## config.mk

```make
export PLATFORM = sky130hd
export DESIGN_NAME = timer16
export DESIGN_NICKNAME = d
export VERILOG_FILES = /design/src/rtl/timer16.sv
export SDC_FILE = /design/constraint.sdc
export NUM_CORES = 1
export LEC_CHECK = 0
export ABC_CLOCK_PERIOD_IN_PS = 3050
export BUFFER_PORTS_ARGS = -buffer_cell sky130_fd_sc_hd__clkbuf_2
export CORE_MARGIN = 10
export CORE_UTILIZATION = 58
export CTS_CLUSTER_DIAMETER = 60
export CTS_CLUSTER_SIZE = 8
export DETAILED_ROUTE_END_ITERATION = 8
export PLACE_DENSITY = 0.78
export SETUP_SLACK_MARGIN = 0.05
export SLEW_MARGIN = 20
export SYNTH_ARGS = -nofsm -noshare
export SYNTH_HDL_FRONTEND = slang
export SYNTH_SLANG_ARGS = --single-unit
```

## constraint.sdc

```tcl
create_clock -name sys_clk -period 3.05 [get_ports sys_clk]
set_input_delay 0.1525 -clock sys_clk [delete_from_list [all_inputs] [get_ports sys_clk]]
set_output_delay 0.1525 -clock sys_clk [all_outputs]
set_load 0.02 [all_outputs]
```

## src/rtl/timer16.sv

```systemverilog
// 16-bit down-counting timer with a programmable prescaler, optional auto-reload
// and a level interrupt, controlled through a small synchronous CSR port.
module timer16 (
    input  logic        sys_clk,
    input  logic        sys_rst,
    input  logic [15:0] csr_a,
    input  logic        csr_we,
    input  logic [15:0] csr_di,
    output logic [15:0] csr_do,
    output logic        irq
);
    localparam logic [2:0] A_CTRL     = 3'd0;
    localparam logic [2:0] A_PRESCALE = 3'd1;
    localparam logic [2:0] A_RELOAD   = 3'd2;
    localparam logic [2:0] A_COUNT    = 3'd3;
    localparam logic [2:0] A_STATUS   = 3'd4;

    logic        en_q, en_d;
    logic        auto_q, auto_d;
    logic        irq_en_q, irq_en_d;
    logic        expired_q, expired_d;
    logic [15:0] prescale_q, prescale_d;
    logic [15:0] reload_q, reload_d;
    logic [15:0] count_q, count_d;
    logic [15:0] pc_q, pc_d;
    logic [15:0] csr_do_q, csr_do_d;

    logic [2:0]  sel;
    logic        wr_ctrl, wr_prescale, wr_reload, wr_count, wr_status;
    logic        tick, expire;

    always_comb begin
        sel         = csr_a[2:0];
        wr_ctrl     = csr_we && (sel == A_CTRL);
        wr_prescale = csr_we && (sel == A_PRESCALE);
        wr_reload   = csr_we && (sel == A_RELOAD);
        wr_count    = csr_we && (sel == A_COUNT);
        wr_status   = csr_we && (sel == A_STATUS);
        tick        = en_q && (pc_q == prescale_q);
        expire      = tick && (count_q == 16'd0);
    end

    // A CTRL write always wins over the one-shot disable on expiry.
    always_comb begin
        en_d     = en_q;
        auto_d   = auto_q;
        irq_en_d = irq_en_q;
        if (wr_ctrl) begin
            en_d     = csr_di[0];
            auto_d   = csr_di[1];
            irq_en_d = csr_di[2];
        end else if (expire && !auto_q) begin
            en_d = 1'b0;
        end
    end

    always_comb begin
        prescale_d = wr_prescale ? csr_di : prescale_q;
        reload_d   = wr_reload ? csr_di : reload_q;

        count_d = count_q;
        if (wr_count) begin
            count_d = csr_di;
        end else if (tick) begin
            if (count_q != 16'd0) begin
                count_d = count_q - 16'd1;
            end else if (auto_q) begin
                count_d = reload_q;
            end
        end

        expired_d = expired_q;
        if (expire) begin
            expired_d = 1'b1;
        end else if (wr_status && csr_di[0]) begin
            expired_d = 1'b0;
        end

        // pc restarts from 0 on enable, on each tick and on a PRESCALE write.
        pc_d = 16'd0;
        if (en_q && en_d && !tick && !wr_prescale) begin
            pc_d = pc_q + 16'd1;
        end
    end

    always_comb begin
        case (sel)
            A_CTRL:     csr_do_d = {13'd0, irq_en_q, auto_q, en_q};
            A_PRESCALE: csr_do_d = prescale_q;
            A_RELOAD:   csr_do_d = reload_q;
            A_COUNT:    csr_do_d = count_q;
            A_STATUS:   csr_do_d = {15'd0, expired_q};
            default:    csr_do_d = 16'd0;
        endcase
    end

    always_ff @(posedge sys_clk) begin
        if (sys_rst) begin
            en_q       <= 1'b0;
            auto_q     <= 1'b0;
            irq_en_q   <= 1'b0;
            expired_q  <= 1'b0;
            prescale_q <= 16'd0;
            reload_q   <= 16'd0;
            count_q    <= 16'd0;
            pc_q       <= 16'd0;
            csr_do_q   <= 16'd0;
        end else begin
            en_q       <= en_d;
            auto_q     <= auto_d;
            irq_en_q   <= irq_en_d;
            expired_q  <= expired_d;
            prescale_q <= prescale_d;
            reload_q   <= reload_d;
            count_q    <= count_d;
            pc_q       <= pc_d;
            csr_do_q   <= csr_do_d;
        end
    end

    assign csr_do = csr_do_q;
    assign irq    = expired_q & irq_en_q;

endmodule

```

# Word-level counts from Yosys, hierarchy flattened
# Index checks and enable logic that the tools add are counted.
# word_totals
ff_bits,84
in_bits,35
out_inout_bits,17
word_cells,50
# op_classes
add_sub_neg,2
n_eq_ne,5
mux,9
bitwise_logic,2
reduce_logical,23
# ops
cell,count
$pmux 16 s5,1
$mux 16,4
$add 16x1->16 const B,1
$eq 16x16->1,1
$logic_not 16->1,1
$reduce_bool 16->1,1
$sub 16x1->16 const B,1
$logic_and 1x1->1,12
$eq 3x2->1 const B,2
$mux 1,4
$reduce_bool 2->1,2
$eq 3x1->1 const B,1
$eq 3x3->1 const B,1
$logic_not 1->1,3
$logic_not 3->1,1
$reduce_bool 3->1,1
$reduce_and 2->1,1
$reduce_or 2->1,1
$and 1x1->1,1
$not 1->1,1

# Logic depth before layout (Yosys ltp)
# Gate-level depths: netlist (run 1).
# depth
depth_word,11
mapped_depth,10
ltp_nobuf,8

# Worst setup path before layout (run 1)
# OpenSTA, ideal clock, no wires.
# synth_timing
kind,flip-flop to flip-flop
start,reg count_q[0]
end,reg count_q[12]
setup_ns,0.091
arrival_time_ns,2.146
required_ns,2.959
setup_slack_ns,0.813
path_stages_with_launch,9
path_buffers,0
synth_period_minus_slack_ns,2.237
cell_sequence,dfxtp_1 -> inv_1 -> ha_1 -> nand2b_1 -> or4_4 -> nor3b_1 -> mux2_2 -> or3_1 -> a311oi_1
# synth_via
elab_chain_len,4
elab_cells_between_ends,7
classes_between,add/sub (1); mux (3); reduce/logical (3)
# synth_rtl
item,line,rtl
start: declaration,24,"logic [15:0] count_q, count_d;"
start signal: assignment,115,count_q <= count_d;
$sub 16x1->16 or $reduce_bool 16->1 (tied branches),"66, 65",
$mux 16,65,if (count_q != 16'd0) begin
$mux 16,64,end else if (tick) begin
$mux 16,62,if (wr_count) begin
# Parallel ways exist; a longest one is shown, timed or not. The select of a mux whose other input is x is not followed.
# A chain may end at the register's enable or synchronous reset.

# Worst setup path in the final report (run 1)
# Same ends and word-level chain as after synthesis.

==> results.py, run 1 <==
metrics = {
    "cells_and_area": {
        "mostFrequentLayoutCells": "nand2_1 (96), dfxtp_1 (84), nor2_1 (64)",
        "nets": 560,
        "antenna_cells": 0,
        "utilization": 0.664,
        "fillers": 604,
        "fin_cells": 623,
        "regArea_um2": 1680,
        "area_delta_synth_final_pct": 10.1,
        "multiInputGateArea_um2": 2280,
        "final_common_cell": "nand2_1",
        "drive_gt1_frac": 0.159,
    },
    "sta": {
        "maxSlewHeadroom": 0.501,
        "max_freq_mhz": 390,
        "finalWorstSetupSlack_ns": 0.483,
        "rsz0062_at_grt": "false",
        "slew_viol_final": 0,
        "hold_viol": 0,
        "skew_ns": 0.0132,
        "fin_crit_sh": 0.842,
        "min_period_ns": 2.57,
        "finalSetupTns_ns": 0,
        "worstMarginPinSlew_ns": 0.745,
        "setup_viol": 0,
    },
    "run_status": {
        "status": "complete, no violations",
    },
    "setup_path": {
        "cp.arrival_ns": 2.83,
        "crit_required_ns": 3.31,
        "cp_max_fo": 29,
        "path_cells": "inv_1, ha_1, nand2b_1, or4_4, or2_4, o211ai_2, buf_4, nand2_1, a311oi_1",
        "path_buf_inv": 2,
        "start_kind": "flop",
        "critPathSlowestCell": "or4_4",
        "cp_top_family": "simple AND/OR/NAND/NOR gates",
        "cp-end-kind": "flop",
        "crit_type": "flop to flop",
        "cpPeakStageDelay_ns": 0.47,
    },
    "drt": {
        "drc": 0,
        "firstDrtPassIters": 4,
        "viasPerCell": 5.74,
        "top_layer": "met4",
        "first_iter_violations": 236,
        "wl_met1_mm": 4.54,
        "route.met2.wl_mm": 4.80,
        "ant_nets": 0,
        "wl_per_cell_um": 16.2,
        "vias": 3573,
        "wl_met3_um": 550,
        "drt-total-wl_mm": 10.1,
    },
    "die": {
        "rows": 30,
        "io_pins": 52,
        "initial_utilization": 0.603,
        "die_h_um": 104,
        "die_area_um2": 10900,
        "core_region_area_um2": 6830,
        "die_w_um": 104,
    },
    "cts": {
        "cts_setup_buffers": 0,
        "clock_sinks": 84,
        "cts_resized": 0,
        "htreeDepth": 3,
        "clk_pin_slew_ns": 0.09,
        "root_buffer": "clkbuf_8",
        "cts_tree": "built",
        "clockBufferDepth": 2,
        "holdBufCountCts": 0,
        "clk_latency_ns": 0.37,
        "cts_made_buffers": 9,
    },
    "placed_design": {
        "place_inst": 607,
        "gp_congestion": 0.818,
        "place_ws_ns": 0.537,
        "hpwl_mm": 7.15,
        "portBuffers": 38,
    },
    "synthesis": {
        "synthArstFlopShare": 0,
        "synthCells": 498,
        "synth-seq-cells": 84,
        "avgSynthCellArea_um2": 8.27,
        "ys.flop_type": "dfxtp_1",
        "syn-num-nets": 536,
        "synth_cell_type_count": 51,
        "ys_seq_area_frac": 0.408,
        "synth_edf_count": 0,
        "synth_area_um2": 4120,
        "ys_warn_count": 0,
    },
    "global_route": {
        "grt_pass1_vias": 3447,
        "antenna_found_initial": 0,
        "grt_max_degree": 34,
        "grt_usage": 0.186,
        "grt-ovfl-total": 0,
        "grt_pass1_wl_mm": 16.9,
    },
    "power": {
        "peakVddDrop_mv": 0.291,
        "power_density_nw_per_um2": 501,
        "power_leakage_nw": 1.69,
    },
    "worst_hold_path": {
        "min_path_type": "primary input to flop",
    },
    "flow_run": {
        "cap_violations": 0,
    },
}
==> Yosys cell counts, types with 2 or more instances <==
cell	count	area (µm²)
and3_1	5	31.3
inv_1	6	22.5
buf_6	2	22.5
or3_1	3	18.8
a21oi_1	38	190
nand2b_1	4	25.0
nor4_1	2	12.5
and2_1	2	12.5
buf_2	2	10.0
mux4_2	2	45.0
o211ai_1	3	22.5
o21ai_0	4	20.0
nand4_1	5	31.3
nor2_1	64	240
clkbuf_1	24	90.1
mux2_2	14	158
xor2_1	19	166
ha_1	3	37.5
a31oi_1	2	12.5
or2_2	2	12.5
buf_1	2	7.51
nand3_1	13	65.1
dfxtp_1	84	1680
nor2b_1	8	50.1
xnor2_1	21	184
nor3b_1	2	15.0
a211o_1	9	78.8
nor3_1	7	35.0
a22oi_1	13	97.6
nand2_1	96	360
a2bb2oi_1	2	17.5
mux2i_1	3	30.0
a311oi_1	14	123
==> power breakdown <==
group | switching [mW] | total (mW) | internal [mW]
logic | 0.194 | 0.322 | 0.128
clock network | 0.422 | 0.807 | 0.386
registers | 0.0270 | 1.14 | 1.12
total | 0.643 | 2.27 | 1.63
==> final cells by class <==
type | count | share of cell area
multi-input combinational | 377 | 0.502
sequential | 84 | 0.371
timing repair buffer | 44 | 0.0518
clock buffer | 10 | 0.0281
tap | 96 | 0.0265
clock inverter | 6 | 0.0160
inverter | 6 | 0.00496
==> worst paths after layout <==
path | from | endpoint | slack (ns) | cells after the start
setup / recovery | count_q[0]$_SDFFE_PP0P_ | count_q[12]$_SDFFE_PP0P_ | 0.48 | 9
hold / removal | csr_di[11] | reload_q[11]$_SDFFE_PP0P_ | 0.04 | 3
setup reg to reg | count_q[0]$_SDFFE_PP0P_ | count_q[12]$_SDFFE_PP0P_ | 0.48 | 9
hold reg to reg | reload_q[10]$_SDFFE_PP0P_ | reload_q[10]$_SDFFE_PP0P_ | 0.47 | 2
==> registers in the layout, summed over array words and instances, names as in the netlist <==
signal,cells
auto_q,1
count_q,16
csr_do,16
en_q,1
expired_q,1
irq_en_q,1
pc_q,16
prescale_q,16
reload_q,16
==> layer usage <==
metal  vias up  global-route usage
li1       1766                   -
met1      1702               0.235
met2        88               0.294
met3        17              0.0471
met4         0              0.0746
met5         -                   0
==> worst register-to-register path, cell delays in order (launching register included) <==
cell      delay (ns)
dfxtp_1         0.38
inv_1           0.11
ha_1            0.14
nand2b_1        0.09
or4_4           0.47
or2_4           0.40
o211ai_2        0.18
buf_4           0.29
nand2_1         0.12
a311oi_1        0.30
==> cells by family after synthesis <==
| family | count (synthesis) | share of synthesized area |
|---|---|---|
| AND/OR/NAND/NOR | 222 | 0.249 |
| AO/OA/AOI/OAI | 93 | 0.154 |
| multiplexers | 19 | 0.0565 |
| buffers and inverters | 37 | 0.0389 |
| XOR/XNOR | 40 | 0.0850 |
| adder cells (fa/ha/maj) | 3 | 0.00911 |
| flip-flops | 84 | 0.408 |
==> per-stage QoR <==
stage	total power, mW	hold WS [ns]	cell area (µm²)
2_1_floorplan	1.42	0.288	4120
3_3_place_gp	1.48	0.411	4340
3_5_place_dp	1.49	0.416	4340
4_1_cts	2.28	0.0301	4540
5_1_grt	2.37	0.0460	4540
6_report	2.27	0.0365	4540
Note: power is estimated with default switching activity, not from simulation.
==> run 2: changes to the inputs <==
--- a/config.mk
+++ b/config.mk
@@ -5,14 +5,15 @@
 export SDC_FILE = /design/constraint.sdc
 export NUM_CORES = 1
 export LEC_CHECK = 0
-export ABC_CLOCK_PERIOD_IN_PS = 3050
+export ABC_AREA = 1
+export ABC_CLOCK_PERIOD_IN_PS = 2150
 export BUFFER_PORTS_ARGS = -buffer_cell sky130_fd_sc_hd__clkbuf_2
 export CORE_MARGIN = 10
-export CORE_UTILIZATION = 58
+export CORE_UTILIZATION = 53
 export CTS_CLUSTER_DIAMETER = 60
 export CTS_CLUSTER_SIZE = 8
 export DETAILED_ROUTE_END_ITERATION = 8
-export PLACE_DENSITY = 0.78
+export PLACE_DENSITY = 0.74
 export SETUP_SLACK_MARGIN = 0.05
 export SLEW_MARGIN = 20
 export SYNTH_ARGS = -nofsm -noshare
==> constraint.sdc (replaced) <==
create_clock -name sys_clk -period 2.15 [get_ports sys_clk]
set_input_delay 0.1075 -clock sys_clk [delete_from_list [all_inputs] [get_ports sys_clk]]
set_output_delay 0.1075 -clock sys_clk [all_outputs]
set_load 0.02 [all_outputs]
==> run 2 against run 1 <==
  * Global-route usage rose by 2.6 points
  * Non-clock buffer count increased by 11
  * Routed wire length up 35%
  * Critical endpoint is now count_q[3]$_SDFFE_PP0P_
  * Largest power group unchanged
  * Flip-flop and latch count stayed put
  * Area after synthesis rose by 13%
  * Sequential power up 43%
  * Worst setup slack worse by 0.25 ns
  * Core utilization is 6.5 points lower
  * Critical path type unchanged
==> results.py, run 2 <==
metrics = {
    "run_status": {
        "status": "complete, no violations",
    },
    "setup_path": {
        "cp.arrival_ns": 2.18,
        "critPathSlowestCell": "dfxtp_1",
        "path_cells": "inv_1, ha_1, nand2_1, nor2_1, nand2_1, nor2_8, nand2_4, nand3_4, nand2_8, clkinv_2, nor2_1, nor2_1",
        "start_kind": "flop",
        "cpPeakStageDelay_ns": 0.34,
        "cp_max_fo": 19,
        "crit_type": "flop to flop",
        "crit_required_ns": 2.42,
        "path_common_cell": "nor2_1",
        "cp-end-kind": "flop",
    },
    "cells_and_area": {
        "mostFrequentLayoutCells": "nand2_1 (178), inv_1 (92), nor2_1 (88)",
        "utilization": 0.599,
        "fillers": 839,
        "nets": 789,
        "antenna_cells": 0,
        "final_common_cell": "nand2_1",
        "drive_gt1_frac": 0.143,
        "area_delta_synth_final_pct": 11.6,
        "finalInstanceArea_um2": 5170,
    },
    "cts": {
        "clockBufferDepth": 2,
        "htreeDepth": 3,
        "root_buffer": "clkbuf_8",
        "clk_latency_ns": 0.36,
        "cts_made_buffers": 9,
        "holdBufCountCts": 0,
        "cts_tree": "built",
        "clk_pin_slew_ns": 0.10,
        "clock_sinks": 84,
    },
    "global_route": {
        "antenna_found_initial": 0,
        "grt_max_degree": 29,
        "grt_usage": 0.212,
        "grt_pass1_vias": 4493,
        "grt-ovfl-total": 0,
        "grt_pass1_wl_mm": 22.3,
    },
    "drt": {
        "wl_met3_mm": 1.08,
        "wl_per_cell_um": 15.8,
        "top_layer": "met4",
        "drc": 0,
        "wl_met1_mm": 6.11,
        "firstDrtPassIters": 6,
        "viasPerCell": 5.44,
        "vias": 4702,
        "drt-total-wl_mm": 13.7,
        "ant_nets": 0,
        "route.met2.wl_mm": 6.23,
        "first_iter_violations": 394,
    },
    "synthesis": {
        "synth_simple_gate_area_frac": 0.351,
        "synthAdderAreaFrac": 0.00809,
        "yosys.area.top_type_share": 0.363,
        "ys_warn_count": 0,
        "synth_top_family_by_area": "simple AND/OR/NAND/NOR gates",
        "synth_mux_area_frac": 0,
        "synth_edf_count": 0,
        "synth-seq-cells": 84,
        "ys_seq_area_frac": 0.363,
        "synthTopCellsByCount": "nand2_1 (178), inv_1 (92), nor2_1 (88)",
        "synth_most_common_cell": "nand2_1",
        "avgSynthCellArea_um2": 6.57,
        "synth_compound_area_frac": 0.140,
        "synth_area_um2": 4640,
        "netlist.top_cell.by_area": "dfxtp_1",
        "syn-num-nets": 744,
        "ys.flop_type": "dfxtp_1",
        "synthXorXnorAreaFrac": 0.0378,
        "yosys-top-cells-area": "dfxtp_1 (36%), nand2_1 (14%), inv_1 (7.4%)",
        "synthArstFlopShare": 0,
        "synth_cell_type_count": 34,
        "synthCells": 706,
    },
    "sta": {
        "maxSlewHeadroom": 0.598,
        "setup_viol": 0,
        "finalSetupTns_ns": 0,
        "worstMarginPinSlew_ns": 0.602,
        "min_period_ns": 1.91,
        "hold_viol": 0,
        "skew_ns": 0.0142,
        "max_freq_mhz": 523,
        "slew_viol_final": 0,
        "rsz0062_at_grt": "false",
        "fin_crit_sh": 0.889,
    },
    "die": {
        "io_pins": 52,
        "die_w_um": 114,
        "rows": 34,
        "die_area_um2": 12900,
        "initial_utilization": 0.537,
        "die_h_um": 114,
        "core_region_area_um2": 8640,
    },
    "placed_design": {
        "dpl_cell_area_um2": 4980,
        "gp_congestion": 0.988,
        "portBuffers": 38,
        "hpwl_mm": 10.5,
    },
    "power": {
        "power_density_nw_per_um2": 694,
        "peakVddDrop_mv": 0.360,
        "power_leakage_nw": 2.41,
    },
    "worst_hold_path": {
        "min_path_type": "primary input to flop",
    },
    "flow_run": {
        "cap_violations": 0,
    },
}
-- run 2: cell count changes after synthesis, sizes merged, moves of 11 or more --
cell	delta
a22oi	-13
nand3	+34
o21ai	+45
inv	+89
nor2	+49
o22ai	+11
mux2	-14
xnor2	-19
a21oi	+15
a311oi	-14
nand2	+86
-- run 2: final cells by class --
type                       count  area, µm²  area share
clock buffer                  10        128      0.0247
clock inverter                 6       48.8     0.00943
inverter                      96        362      0.0699
multi-input combinational    505       2500       0.484
sequential                    84       1680       0.325
tap                          108        135      0.0261
timing repair buffer          55        318      0.0614
-- run 2: layer usage --
layer  track usage  vias to the layer above
met1         0.287                     2161
met2         0.335                      186
li1              -                     2332
met3        0.0367                       23
met5             0                        -
met4        0.0677                        0
-- run 2: timing repair --
item	4_1_cts	5_1_grt
resized for setup	0	3
buffers inserted	0	1
setup endpoints to repair	0	8
hold endpoints to repair	0	0
-- run 2: through the flow --
stage,worst slack [ns],total power [mW],hold WS (ns),instances
6_report,0.238,3.59,0.00918,864
4_1_cts,0.186,3.57,0.00792,863
2_1_floorplan,0.499,2.26,0.242,706
5_1_grt,0.0811,3.77,0.0354,864
3_3_place_gp,0.205,2.53,0.384,847
3_5_place_dp,0.198,2.53,0.391,847
-- run 2: final timing paths --
path,startpoint,endpoint,slack [ns],cells after the start
setup / recovery,count_q[0]$_SDFFE_PP0P_,count_q[3]$_SDFFE_PP0P_,0.24,12
hold / removal,csr_di[6],reload_q[6]$_SDFFE_PP0P_,0.009,3
setup reg to reg,count_q[0]$_SDFFE_PP0P_,count_q[3]$_SDFFE_PP0P_,0.24,12
hold reg to reg,reload_q[5]$_SDFFE_PP0P_,reload_q[5]$_SDFFE_PP0P_,0.48,2
-- run 2: cell families after synthesis --
logic type,Yosys count
simple gates,360
compound gates,122
buf+inv,117
flops,84
xor+xnor,20
fa+ha+maj,3
-- run 2: critical path: cells and delay by family, from the launching register on --
family	cells	cell delay, ns
flip-flops	1	0.34
adder cells (fa/ha/maj)	1	0.24
AND/OR/NAND/NOR	9	1.00
buffers and inverters	2	0.24
-- run 2: report_power, final --
part / leakage [nW] / switching (mW) / total [mW] / internal [mW]
Clock: 0.0908 / 0.626 / 1.06 / 0.431
Sequential: 0.680 / 0.0382 / 1.63 / 1.60
Combinational: 1.64 / 0.568 / 0.900 / 0.332
Total: 2.41 / 1.23 / 3.59 / 2.36
==> run 3: changes to the inputs <==
--- a/config.mk
+++ b/config.mk
@@ -13,6 +13,7 @@
 export CTS_CLUSTER_DIAMETER = 60
 export CTS_CLUSTER_SIZE = 8
 export DETAILED_ROUTE_END_ITERATION = 8
+export GPL_TIMING_DRIVEN = 0
 export PLACE_DENSITY = 0.74
 export SETUP_SLACK_MARGIN = 0.05
 export SLEW_MARGIN = 20
==> run 3 against run 2 <==
  * Fmax down 4.7%
  * First-iteration DRC count up 1.3%
  * Clock skew rose by 0.0012 ns
  * Total power grew 2.8%
  * Register-to-register slack lost 0.09 ns
  * Hold slack improved by 0.023 ns
  * Via count grew 1.9%
  * Core utilization is 0.23 points higher
  * Combinational power fell by 2.9%
  * Die area did not move
  * Critical path depth unchanged
==> results.py, run 3 (same netlist as run 2, synthesis figures left out) <==
metrics = {
    "cts": {
        "cts_tree": "built",
        "clk_latency_ns": 0.36,
        "htreeDepth": 3,
        "clk_pin_slew_ns": 0.10,
        "holdBufCountCts": 0,
        "clock_sinks": 84,
        "cts_made_buffers": 9,
        "root_buffer": "clkbuf_8",
        "clockBufferDepth": 2,
    },
    "power": {
        "power_leakage_nw": 2.39,
        "p_sw_frac": 0.329,
        "power_switching_mw": 1.21,
        "p_comb_frac": 0.237,
        "power_frac_seq": 0.443,
        "power.internal_mw": 2.47,
        "p_clk_frac": 0.320,
        "peakVddDrop_mv": 0.412,
        "power_density_nw_per_um2": 710,
    },
    "global_route": {
        "antenna_found_initial": 0,
        "grt_usage": 0.222,
        "grt_max_degree": 15,
        "grt_pass1_vias": 4444,
        "grt_pass1_wl_mm": 23.2,
        "grt-ovfl-total": 0,
    },
    "drt": {
        "wl_per_cell_um": 16.7,
        "vias": 4793,
        "firstDrtPassIters": 5,
        "ant_nets": 0,
        "first_iter_violations": 399,
        "viasPerCell": 5.50,
        "drc": 0,
        "drt-total-wl_mm": 14.5,
    },
    "setup_path": {
        "cp_max_fo": 10,
        "path_buf_inv": 2,
        "crit_required_ns": 2.38,
        "rr_endpoint": "count_q[9]$_SDFFE_PP0P_",
        "start_kind": "flop",
        "cp-end-kind": "flop",
        "path_cells": "inv_1, ha_1, nand2_1, nor2_1, nand2_1, nor2_8, nand2_4, nand3_4, nand2_4, buf_8, nand2_1, a21oi_1",
        "r2r_setup_slack_ns": 0.14,
        "cp.arrival_ns": 2.24,
        "critPathSlowestCell": "dfxtp_1",
        "reg2reg_depth": 12,
        "cpPeakStageDelay_ns": 0.36,
        "path_common_cell": "nand2_1",
        "crit_type": "flop to flop",
        "regToRegStartpoint": "count_q[1]$_SDFFE_PP0P_",
        "cp_top_family": "simple AND/OR/NAND/NOR gates",
        "cp.depth": 12,
    },
    "die": {
        "die_h_um": 114,
        "die_w_um": 114,
        "core_region_area_um2": 8640,
        "io_pins": 52,
        "die_area_um2": 12900,
        "initial_utilization": 0.537,
        "rows": 34,
    },
    "sta": {
        "rsz0062_at_grt": "false",
        "slew_viol_final": 0,
        "max_freq_mhz": 498,
        "min_period_ns": 2.01,
        "hold_viol": 0,
        "maxSlewHeadroom": 0.545,
        "finalSetupTns_ns": 0,
        "fin_crit_sh": 0.933,
        "worstMarginPinSlew_ns": 0.682,
        "skew_ns": 0.0154,
        "setup_viol": 0,
        "finalWorstSetupSlack_ns": 0.143,
        "worst_hold_slack_ns": 0.0321,
    },
    "worst_hold_path": {
        "min_path_type": "primary input to flop",
        "whs_path_depth": 3,
        "whs_endpoint": "reload_q[3]$_SDFFE_PP0P_",
        "hp-start": "csr_di[3]",
    },
    "cells_and_area": {
        "mostFrequentLayoutCells": "nand2_1 (178), inv_1 (91), nor2_1 (88)",
        "area_delta_synth_final_pct": 12.0,
        "drive_gt1_frac": 0.128,
        "nets": 796,
        "antenna_cells": 0,
        "final_common_cell": "nand2_1",
    },
    "placed_design": {
        "gp_congestion": 0.953,
        "portBuffers": 37,
        "place_ws_ns": 0.121,
        "hpwl_mm": 11.5,
    },
    "run_status": {
        "status": "complete, no violations",
    },
    "flow_run": {
        "cap_violations": 0,
    },
}
==> run 3: power groups by stage <==
stage	Sequential, mW	Combinational, mW	Clock (mW)
floorplan	1.66	0.599	0
global placement	1.67	0.808	0
detailed placement	1.67	0.808	0
CTS	1.63	0.813	1.18
global route	1.64	0.969	1.25
finish	1.63	0.874	1.18
==> run 3: metrics by stage <==
step	total power [mW]	std cells	util	cell area [µm²]
2_1_floorplan	2.26	706	-	4640
3_3_place_gp	2.48	851	0.574	4960
3_5_place_dp	2.48	851	0.574	4960
4_1_cts	3.63	867	0.598	5160
5_1_grt	3.86	871	0.602	5190
6_report	3.69	871	0.602	5190
==> run 3: how the worst max path moves through the flow <==
stage,endpoint,from
4_1_cts,pc_q[2]$_SDFF_PP0_,count_q[0]$_SDFFE_PP0P_
3_3_place_gp,count_q[9]$_SDFFE_PP0P_,count_q[0]$_SDFFE_PP0P_
2_1_floorplan,pc_q[2]$_SDFF_PP0_,count_q[0]$_SDFFE_PP0P_
5_1_grt,count_q[14]$_SDFFE_PP0P_,count_q[1]$_SDFFE_PP0P_
6_report,count_q[9]$_SDFFE_PP0P_,count_q[1]$_SDFFE_PP0P_
3_5_place_dp,count_q[9]$_SDFFE_PP0P_,count_q[0]$_SDFFE_PP0P_
==> run 3: final cells by class <==
type,instances,area [µm²]
plain buffers,21,108
clock buffers,11,141
clock inverters,5,60.1
fillers,859,3440
inverters,96,362
multi-input cells,505,2490
flip-flops and latches,84,1680
well taps,108,135
repair buffers,41,215
==> run 3: repair_timing <==
item | 4_1_cts | 5_1_grt
resized for setup | 0 | 2
endpoints found under the setup margin | 0 | 27
buffers inserted | 0 | 4
==> run 3: layer usage <==
layer | part of all wire | wire [µm] | global-route usage
met5 | 0 | 0 | 0
met4 | 0.018 | 259 | 0.0567
met3 | 0.094 | 1370 | 0.0588
met2 | 0.44 | 6450 | 0.343
met1 | 0.44 | 6460 | 0.301
==> run 3: worst min-delay path, cell delays in order <==
cell      delay, ns
clkbuf_2       0.11
nor2_1         0.05
nor2_1         0.09
